**src/rtl/peripheral_master_wb_engine.sv**
```systemverilog
// Wishbone burst master engine: accepts a command (read/write, start
// address, byte select, beat count), runs it as an incrementing burst on
// a Wishbone B4 bus with per-beat retry handling, returns read beats on
// the rsp channel and signals completion with done/done_err.
// Ports:
//   wb_clk, wb_rst                     clock, async active-high reset
//   cmd_*                              command handshake and payload
//   wdat_valid/wdat_ready/wdat         write-data handshake (one per beat)
//   rsp_valid/rsp_data/rsp_last        read-beat strobe, no backpressure
//   done/done_err                      command completion strobe
//   wb_*_o / wb_*_i                    Wishbone master interface
module peripheral_master_wb_engine #(
    parameter int unsigned DW        = 32,
    parameter int unsigned AW        = 32,
    parameter int unsigned RETRY_MAX = 3
) (
    input  logic              wb_clk,
    input  logic              wb_rst,
    input  logic              cmd_valid,
    output logic              cmd_ready,
    input  logic              cmd_we,
    input  logic [AW-1:0]     cmd_adr,
    input  logic [DW/8-1:0]   cmd_sel,
    input  logic [3:0]        cmd_len,
    input  logic              wdat_valid,
    output logic              wdat_ready,
    input  logic [DW-1:0]     wdat,
    output logic              rsp_valid,
    output logic [DW-1:0]     rsp_data,
    output logic              rsp_last,
    output logic              done,
    output logic              done_err,
    output logic [AW-1:0]     wb_adr_o,
    output logic [DW-1:0]     wb_dat_o,
    output logic [DW/8-1:0]   wb_sel_o,
    output logic              wb_we_o,
    output logic              wb_cyc_o,
    output logic              wb_stb_o,
    output logic [2:0]        wb_cti_o,
    output logic [1:0]        wb_bte_o,
    input  logic [DW-1:0]     wb_dat_i,
    input  logic              wb_ack_i,
    input  logic              wb_err_i,
    input  logic              wb_rty_i
);

    localparam int unsigned SW = DW / 8;
    localparam int unsigned RW = $clog2(RETRY_MAX + 2);

    typedef enum logic [2:0] {IDLE, FETCH, BUS, WAIT, DONE} state_t;

    state_t          state, state_n;
    logic [3:0]      cnt, cnt_n;
    logic [RW-1:0]   rty_cnt, rty_n;
    logic            err, err_n;
    logic            we_n;
    logic [AW-1:0]   adr_n;
    logic [SW-1:0]   sel_n;
    logic [DW-1:0]   dat_n;
    logic            rsp_valid_n, rsp_last_n;
    logic [DW-1:0]   rsp_data_n;
    logic            cmd_ready_n, wdat_ready_n, cyc_n, stb_n, done_n, done_err_n;
    logic [2:0]      cti_n;

    // Linear burst only
    assign wb_bte_o = 2'b00;

    // State and registered outputs; reset drops cyc/stb immediately
    always_ff @(posedge wb_clk or posedge wb_rst) begin
        if (wb_rst) begin
            state      <= IDLE;
            cnt        <= '0;
            rty_cnt    <= '0;
            err        <= 1'b0;
            wb_we_o    <= 1'b0;
            wb_adr_o   <= '0;
            wb_sel_o   <= '0;
            wb_dat_o   <= '0;
            rsp_valid  <= 1'b0;
            rsp_data   <= '0;
            rsp_last   <= 1'b0;
            cmd_ready  <= 1'b0;
            wdat_ready <= 1'b0;
            wb_cyc_o   <= 1'b0;
            wb_stb_o   <= 1'b0;
            wb_cti_o   <= 3'b000;
            done       <= 1'b0;
            done_err   <= 1'b0;
        end else begin
            state      <= state_n;
            cnt        <= cnt_n;
            rty_cnt    <= rty_n;
            err        <= err_n;
            wb_we_o    <= we_n;
            wb_adr_o   <= adr_n;
            wb_sel_o   <= sel_n;
            wb_dat_o   <= dat_n;
            rsp_valid  <= rsp_valid_n;
            rsp_data   <= rsp_data_n;
            rsp_last   <= rsp_last_n;
            cmd_ready  <= cmd_ready_n;
            wdat_ready <= wdat_ready_n;
            wb_cyc_o   <= cyc_n;
            wb_stb_o   <= stb_n;
            wb_cti_o   <= cti_n;
            done       <= done_n;
            done_err   <= done_err_n;
        end
    end

    // Next state; outputs are decoded from the next state so they are
    // registered yet aligned with the state they describe
    always_comb begin
        state_n     = state;
        cnt_n       = cnt;
        rty_n       = rty_cnt;
        err_n       = err;
        we_n        = wb_we_o;
        adr_n       = wb_adr_o;
        sel_n       = wb_sel_o;
        dat_n       = wb_dat_o;
        rsp_valid_n = 1'b0;
        rsp_data_n  = rsp_data;
        rsp_last_n  = 1'b0;

        case (state)
            IDLE: begin
                if (cmd_valid && cmd_ready) begin
                    we_n    = cmd_we;
                    adr_n   = cmd_adr;
                    sel_n   = cmd_sel;
                    cnt_n   = cmd_len;
                    rty_n   = '0;
                    err_n   = 1'b0;
                    state_n = cmd_we ? FETCH : BUS;
                end
            end
            FETCH: begin
                if (wdat_valid && wdat_ready) begin
                    dat_n   = wdat;
                    state_n = BUS;
                end
            end
            BUS: begin
                // Responses only count while strobing; err > ack > rty,
                // and a rty past the retry budget is promoted to err
                if (wb_stb_o) begin
                    if (wb_err_i || (!wb_ack_i && wb_rty_i && rty_cnt == RW'(RETRY_MAX))) begin
                        err_n   = 1'b1;
                        state_n = DONE;
                    end else if (wb_ack_i) begin
                        rty_n = '0;
                        if (!wb_we_o) begin
                            rsp_valid_n = 1'b1;
                            rsp_data_n  = wb_dat_i;
                            rsp_last_n  = (cnt == 4'd0);
                        end
                        if (cnt == 4'd0) begin
                            state_n = DONE;
                        end else begin
                            adr_n   = wb_adr_o + AW'(SW);
                            cnt_n   = cnt - 4'd1;
                            state_n = wb_we_o ? FETCH : BUS;
                        end
                    end else if (wb_rty_i) begin
                        rty_n   = rty_cnt + RW'(1);
                        state_n = WAIT;
                    end
                end
            end
            WAIT:    state_n = BUS;
            DONE:    state_n = IDLE;
            default: state_n = IDLE;
        endcase

        cmd_ready_n  = (state_n == IDLE);
        wdat_ready_n = (state_n == FETCH);
        cyc_n        = (state_n == FETCH) || (state_n == BUS) || (state_n == WAIT);
        stb_n        = (state_n == BUS);
        done_n       = (state_n == DONE);
        done_err_n   = (state_n == DONE) && err_n;
        cti_n        = cyc_n ? ((cnt_n == 4'd0) ? 3'b111 : 3'b010) : 3'b000;
    end

endmodule

```
**config.mk**
```make
export PLATFORM = sky130hd
export DESIGN_NAME = peripheral_master_wb_engine
export DESIGN_NICKNAME = d
export VERILOG_FILES = /design/src/rtl/peripheral_master_wb_engine.sv
export SDC_FILE = /design/constraint.sdc
export NUM_CORES = 1
export LEC_CHECK = 0
export CORE_MARGIN = 2
export CORE_UTILIZATION = 40
export CTS_CLUSTER_DIAMETER = 120
export CTS_CLUSTER_SIZE = 14
export DETAILED_ROUTE_END_ITERATION = 10
export HOLD_SLACK_MARGIN = 0.06
export PLACE_DENSITY = 0.79
export SYNTH_ARGS = -nofsm -noshare
export SYNTH_HDL_FRONTEND = slang
export SYNTH_SLANG_ARGS = --single-unit
```
**constraint.sdc**
```tcl
create_clock -name wb_clk -period 4.1 [get_ports wb_clk]
set_input_delay 0.82 -clock wb_clk [delete_from_list [all_inputs] [get_ports wb_clk]]
set_output_delay 0.82 -clock wb_clk [all_outputs]
set_load 0.01 [all_outputs]
```
==> results of run 1 <==
[power by group through the flow]
stage / combinational (µW) / sequential (µW) / clock [µW]
after floorplan: 1160 / 2290 / 0
after global placement: 2610 / 2150 / 0
after detailed placement: 2690 / 2190 / 0
after CTS: 2710 / 2180 / 1500
after global routing: 2930 / 2250 / 1560
final: 2690 / 2180 / 1480
[worst max-delay path: cells and delay by family]
kind | cells | cell delay, ns
compound gates | 3 | 0.77
buf+inv | 2 | 1.05
simple gates | 2 | 0.61
[layer usage]
layer / GRT usage (%) / up-vias / wire [µm]
li1: - / 2494 / -
met1: 27.9 / 2665 / 6780
met2: 38.3 / 234 / 8640
met3: 9.13 / 18 / 1630
met4: 7.46 / 0 / 262
met5: 0 / - / 0
[registers in the layout, summed over array words and instances (netlist names)]
| register | flops |
|---|---|
| cmd_ready | 1 |
| cnt | 4 |
| done | 1 |
| done_err | 1 |
| err | 1 |
| rsp_data | 32 |
| rsp_last | 1 |
| rsp_valid | 1 |
| rty_cnt | 3 |
| state | 3 |
| wb_adr_o | 32 |
| wb_cti_o | 2 |
| wb_dat_o | 32 |
| wb_sel_o | 4 |
| wb_stb_o | 1 |
| wb_we_o | 1 |
| wdat_ready | 1 |
[cell families after synthesis]
family          Yosys count
compound gates          111
fa+ha+maj                 4
buf+inv                  48
flops                   121
mux                      36
other cells               1
simple gates            264
[final cells by class]
type / instances / area, µm²
Multi-Input combinational cell: 417 / 2470
Timing Repair Buffer: 232 / 2310
Fill cell: 1115 / 5260
Sequential cell: 121 / 3030
Inverter: 12 / 47.5
Clock buffer: 19 / 443
Tap cell: 180 / 225
Clock inverter: 13 / 146
[how the worst min path moves through the flow]
stage / end / from / slack (ns) / cells after the start
final: wb_dat_o[24] / wb_dat_o[24] / 0.48 / 2
after global routing: wb_dat_o[18] / wb_dat_o[18] / 0.51 / 2
after CTS: wb_dat_o[24] / wb_dat_o[24] / 0.48 / 2
after detailed placement: wb_dat_o[26] / wb_dat_o[26] / 0.47 / 2
after global placement: wb_dat_o[27] / wb_dat_o[27] / 0.46 / 2
after floorplan: err / err / 0.45 / 2
[synth_stat cells (2+ instances only)]
| library cell | instances |
|---|---|
| nand2_1 | 150 |
| nand2b_1 | 2 |
| o22a_1 | 7 |
| a2bb2oi_1 | 6 |
| dfrtp_1 | 121 |
| o21a_1 | 4 |
| buf_4 | 4 |
| mux2_2 | 35 |
| o22ai_1 | 11 |
| and2_1 | 3 |
| nand3b_1 | 2 |
| o311ai_0 | 2 |
| nor3b_1 | 5 |
| or4_1 | 3 |
| nor3_4 | 2 |
| nor2b_1 | 4 |
| nand4_1 | 8 |
| nor2_1 | 22 |
| and3_1 | 2 |
| o21ai_0 | 19 |
| o221ai_1 | 5 |
| or2_2 | 3 |
| buf_2 | 12 |
| and4_1 | 2 |
| clkbuf_1 | 14 |
| a22o_1 | 2 |
| and3b_1 | 2 |
| nand4_2 | 2 |
| nor3_1 | 14 |
| ha_1 | 4 |
| inv_1 | 12 |
| a22oi_1 | 4 |
| buf_1 | 4 |
| nand3_1 | 22 |
| nor4_1 | 7 |
| a21oi_1 | 38 |
[metrics by stage]
step / hold slack [ns] / total power, µW / cell area, µm²
after floorplan: 0.445 / 3440 / 5710
after global placement: 0.459 / 4760 / 8090
after detailed placement: 0.465 / 4870 / 8090
after CTS: 0.481 / 6390 / 8680
after global routing: 0.508 / 6740 / 8680
final: 0.478 / 6350 / 8680
==> results.py, run 1 <==
metrics = {
    "run": {
        "cap_violations": 0,
    },
    "die": {
        "core_mm2": 0.0139,
        "initial_core_util_pct": 41.0,
        "fp.dieH_um": 123,
        "die-area_mm2": 0.0152,
        "rows": 43,
        "chipWidth_um": 123,
        "io_pins": 226,
    },
    "setup_path": {
        "regToRegSetupSlack_ns": 1.50,
        "cpMostUsedCell": "a21oi_1",
        "critPathMaxStageDelay_ns": 0.69,
        "critical_path.endpoint": "wb_adr_o[11]",
        "r2r_start": "state[1]",
        "crit_slowest_cell": "clkdlybuf4s50_1",
        "critPathRequiredTime_ns": 4.43,
        "worst_setup_path_end_kind": "flip-flop",
        "critPathKind": "in -> reg",
        "cp.arrival_ns": 3.25,
        "r2r_end": "rsp_data[11]",
        "crit_start": "wb_ack_i",
        "rr_worst_depth": 4,
        "crit_chain": "clkdlybuf4s50_1 > nand3b_1 > nor3_1 > o21a_1 > buf_4 > a21oi_1 > a21oi_1",
        "cp-start-kind": "input port",
        "path_max_fanout": 21,
    },
    "timing": {
        "slew_viol_final": 0,
        "post-route-min-period_ns": 2.92,
        "finalClockSkew_ns": 0.00649,
        "slew-limit-headroom_pct": 31.3,
        "worst_pin_slew_ns": 1.03,
        "timing.final.ws_setup_ns": 1.18,
        "finalCritPeriodShare_pct": 71.2,
        "fmax_mhz": 342,
        "rsz0062_at_grt": "false",
        "tns_ns": 0,
        "setup_viol": 0,
        "hold_violations": 0,
    },
    "placement": {
        "place_hpwl_um": 12400,
        "numPortBuffers": 223,
        "pre_cts_slack_ns": 0.807,
        "place.gp.congestion": 0.894,
        "dp.cells": 962,
    },
    "logic_synthesis": {
        "seq_area_frac_synth_pct": 53.0,
        "synth_mux_area_share_pct": 7.08,
        "async_reset_ff_share_pct": 100,
        "synth_compound_area_share_pct": 13.1,
        "synth_top_area_share_pct": 53.0,
        "synth_area_mm2": 0.00571,
        "synth_cells": 585,
        "synth_xor_area_share_pct": 0,
        "syn_area_per_cell_um2": 9.76,
        "synthAdderAreaFrac_pct": 0.877,
        "synth_top_family_by_area": "simple AND/OR/NAND/NOR gates",
        "synth.distinct_cells": 62,
        "yosys_register_bits": 121,
        "synth-edff-count": 0,
        "synth_simple_gate_area_share_pct": 22.0,
        "synthFlopType": "dfrtp_1",
        "synth_top_cells_by_area": "dfrtp_1 53%, nand2_1 9.9%, mux2_2 6.9%, a21oi_1 3.3%, nand3_1 1.9%",
        "yosys.area.top_type": "dfrtp_1",
        "yosys_warnings": 0,
    },
    "power": {
        "p_switching_uw": 2300,
        "power_density_mw_per_mm2": 732,
        "clkPwrFrac_pct": 23.2,
        "comb_power_share_pct": 42.4,
        "vdd_ir_drop_max_mv": 0.457,
        "p_seq_share_pct": 34.4,
        "intPower_uw": 4050,
        "p_sw_share_pct": 36.2,
        "p_leak_uw": 0.00375,
    },
    "route": {
        "vias": 5411,
        "drc": 0,
        "drt_first_pass_iters": 7,
        "drt_iter0_drc": 474,
        "viasPerCell": 5.44,
        "antenna_left": 0,
        "post_drt_wl_per_cell_um": 17.4,
        "finalWirelength_um": 17300,
    },
    "cells_and_area": {
        "final_cell_mix": "223 x clkdlybuf4s50_1, 150 x nand2_1, 121 x dfrtp_1, 38 x a21oi_1, 35 x mux2_2",
        "finalNetCount": 917,
        "final_layout_size_suffix_gt1_share_pct": 11.5,
        "final_common_cell": "clkdlybuf4s50_1",
        "final_util_pct": 62.3,
        "area_growth_syn_to_layout_pct": 52.0,
        "layoutNonFillerInstCount": 994,
        "antenna_cells": 0,
    },
    "cts": {
        "cts_max_level": 4,
        "clk_pin_slew_worst_paths_ns": 0.06,
        "post_cts_buffers": 0,
        "cts_tree": "done",
        "clockRootBuffer": "clkbuf_16",
        "cts_resized": 0,
        "cts.path.max_buffers": 2,
        "cts.sinks": 121,
        "postCtsHoldBufs": 0,
        "insertion_delay_ns": 0.42,
        "numCtsBuffers": 17,
    },
    "grt": {
        "antenna_found_initial": 0,
        "grt_pass1_wl_um": 27300,
        "grt_pass1_vias": 5457,
        "grt_max_degree": 57,
        "grt.total_usage_pct": 23.2,
        "grt_overflow": 0,
    },
    "min_path": {
        "hold_class": "reg -> reg",
    },
    "outcome": {
        "status": "finished clean",
    },
}
Note: power is estimated with default switching activity, not from simulation.
==> inputs of run 2 (changes only) <==
==> constraint.sdc (replaced) <==
create_clock -name wb_clk -period 2.5 [get_ports wb_clk]
set_input_delay 0.5 -clock wb_clk [delete_from_list [all_inputs] [get_ports wb_clk]]
set_output_delay 0.5 -clock wb_clk [all_outputs]
set_load 0.01 [all_outputs]
==> results.py, run 2 (synthesized netlist as in run 1, its figures left out) <==
metrics = {
    "placement": {
        "dp.cells": 973,
        "numPortBuffers": 223,
        "pre_cts_slack_ns": -0.0208,
        "place_hpwl_um": 12500,
        "place.gp.congestion": 0.864,
    },
    "cts": {
        "cts.path.max_buffers": 2,
        "cts_tree": "done",
        "clockRootBuffer": "clkbuf_16",
        "numCtsBuffers": 17,
        "cts.sinks": 121,
        "cts_max_level": 4,
        "insertion_delay_ns": 0.42,
        "clk_pin_slew_worst_paths_ns": 0.05,
    },
    "setup_path": {
        "critPathMaxStageDelay_ns": 0.42,
        "cp-start-kind": "flip-flop",
        "critPathKind": "reg -> reg",
        "crit_family": "compound AO/OA/AOI/OAI gates",
        "crit_slowest_cell": "dfrtp_1",
        "path_max_fanout": 5,
        "cp.arrival_ns": 2.56,
        "critPathRequiredTime_ns": 2.80,
        "cp_num_buf_inv": 2,
        "worst_setup_path_end_kind": "flip-flop",
        "crit_chain": "inv_1 > ha_1 > nor3b_1 > buf_4 > a221o_1 > o311ai_2 > o22ai_1 > nor4_1",
    },
    "route": {
        "post_drt_wl_per_cell_um": 17.0,
        "finalWirelength_um": 17100,
        "drc": 0,
        "viasPerCell": 5.34,
        "antenna_left": 0,
        "drt_iter0_drc": 439,
        "vias": 5369,
        "drt_first_pass_iters": 5,
    },
    "grt": {
        "grt.total_usage_pct": 23.1,
        "grt_pass1_wl_um": 27200,
        "grt_pass1_vias": 5547,
        "antenna_found_initial": 0,
        "grt_max_degree": 62,
        "grt_overflow": 0,
    },
    "power": {
        "p_leak_uw": 0.00381,
        "comb_power_share_pct": 43.6,
        "p_seq_share_pct": 33.8,
        "vdd_ir_drop_max_mv": 0.670,
        "clkPwrFrac_pct": 22.7,
        "intPower_uw": 6730,
        "p_switching_uw": 3760,
        "p_sw_share_pct": 35.9,
        "totalPowerFinal_uw": 10500,
        "power_density_mw_per_mm2": 1190,
    },
    "min_path": {
        "hold_class": "reg -> reg",
    },
    "die": {
        "fp.dieH_um": 123,
        "io_pins": 226,
        "rows": 43,
        "die-area_mm2": 0.0152,
        "core_mm2": 0.0139,
        "initial_core_util_pct": 41.0,
        "chipWidth_um": 123,
    },
    "timing": {
        "rsz0062_at_grt": "false",
        "setup_viol": 0,
        "holdWs_ns": 0.468,
        "fmax_mhz": 442,
        "finalClockSkew_ns": 0.0113,
        "timing.final.ws_setup_ns": 0.237,
        "slew-limit-headroom_pct": 64.7,
        "post-route-min-period_ns": 2.26,
        "slew_viol_final": 0,
        "hold_violations": 0,
        "finalCritPeriodShare_pct": 90.5,
        "worst_pin_slew_ns": 0.523,
    },
    "cells_and_area": {
        "reg.largest.list": "rsp_data (32), wb_adr_o (32), wb_dat_o (32)",
        "layoutNonFillerInstCount": 1005,
        "finalNetCount": 928,
        "antenna_cells": 0,
        "final_common_cell": "clkdlybuf4s50_1",
        "area_growth_syn_to_layout_pct": 54.2,
        "final_layout_size_suffix_gt1_share_pct": 12.8,
        "nFillCells": 1096,
        "final_cell_mix": "223 x clkdlybuf4s50_1, 150 x nand2_1, 121 x dfrtp_1, 38 x a21oi_1, 35 x mux2_2",
    },
    "outcome": {
        "status": "finished clean",
    },
    "run": {
        "cap_violations": 0,
    },
}
==> run 2: final timing paths <==
path                                   start            to  slack [ns]  cells past startpoint
worst max-delay path                  cnt[0]   wb_cti_o[0]        0.24                      8
worst min-delay path            wb_dat_o[16]  wb_dat_o[16]        0.47                      2
max in group asynchronous             wb_rst  wb_dat_o[31]        1.67                      3
worst max register to register        cnt[0]   wb_cti_o[0]        0.24                      8
min in group asynchronous             wb_rst    rty_cnt[0]        0.56                      3
worst min register to register  wb_dat_o[16]  wb_dat_o[16]        0.47                      2
==> run 2: what timing repair did <==
action / 4_1_cts / 5_1_grt
hold buffers: 0 / 0
setup buffers: 0 / 0
gates resized for setup: 0 / 1
endpoints found under the setup margin: 0 / 1
==> run 2: cell type report <==
class	count	area, µm²	share of cell area [%]
Sequential cell	121	3030	34.4
Clock buffer	18	429	4.87
Timing Repair Buffer	243	2440	27.8
Multi-Input combinational cell	417	2480	28.2
Tap cell	180	225	2.56
Clock inverter	14	150	1.71
Inverter	12	48.8	0.554
==> run 2: per-layer routing <==
metal / track usage, % / vias up / part of all wire (%) / wire length (µm)
met5: 0 / - / 0 / 0
met3: 8.53 / 24 / 9.7 / 1670
li1: - / 2517 / - / -
met1: 28.0 / 2547 / 39 / 6760
met2: 38.0 / 281 / 49 / 8440
met4: 8.03 / 0 / 1.5 / 252
==> run 2: power by group through the flow <==
stage                     logic (µW)  clock network, µW  registers (µW)
after global placement          4440                  0            3500
after CTS                       4590               2430            3530
after floorplan                 1900                  0            3750
final                           4570               2380            3540
after global routing            4970               2520            3660
after detailed placement        4560                  0            3550
==> run 2: worst reg2reg max path, stage by stage (launching register included) <==
cell,delay [ns]
dfrtp_1,0.42
inv_1,0.09
ha_1,0.24
nor3b_1,0.15
buf_4,0.15
a221o_1,0.38
o311ai_2,0.35
o22ai_1,0.15
nor4_1,0.22
==> run 2: per-stage QoR <==
stage	util, %	setup TNS [ns]	area [µm²]
finish	63.2	0	8810
global route	63.2	0	8810
CTS	63.1	0	8800
detailed placement	59.0	-0.0208	8220
global placement	59.0	0	8220
floorplan	-	0	5720
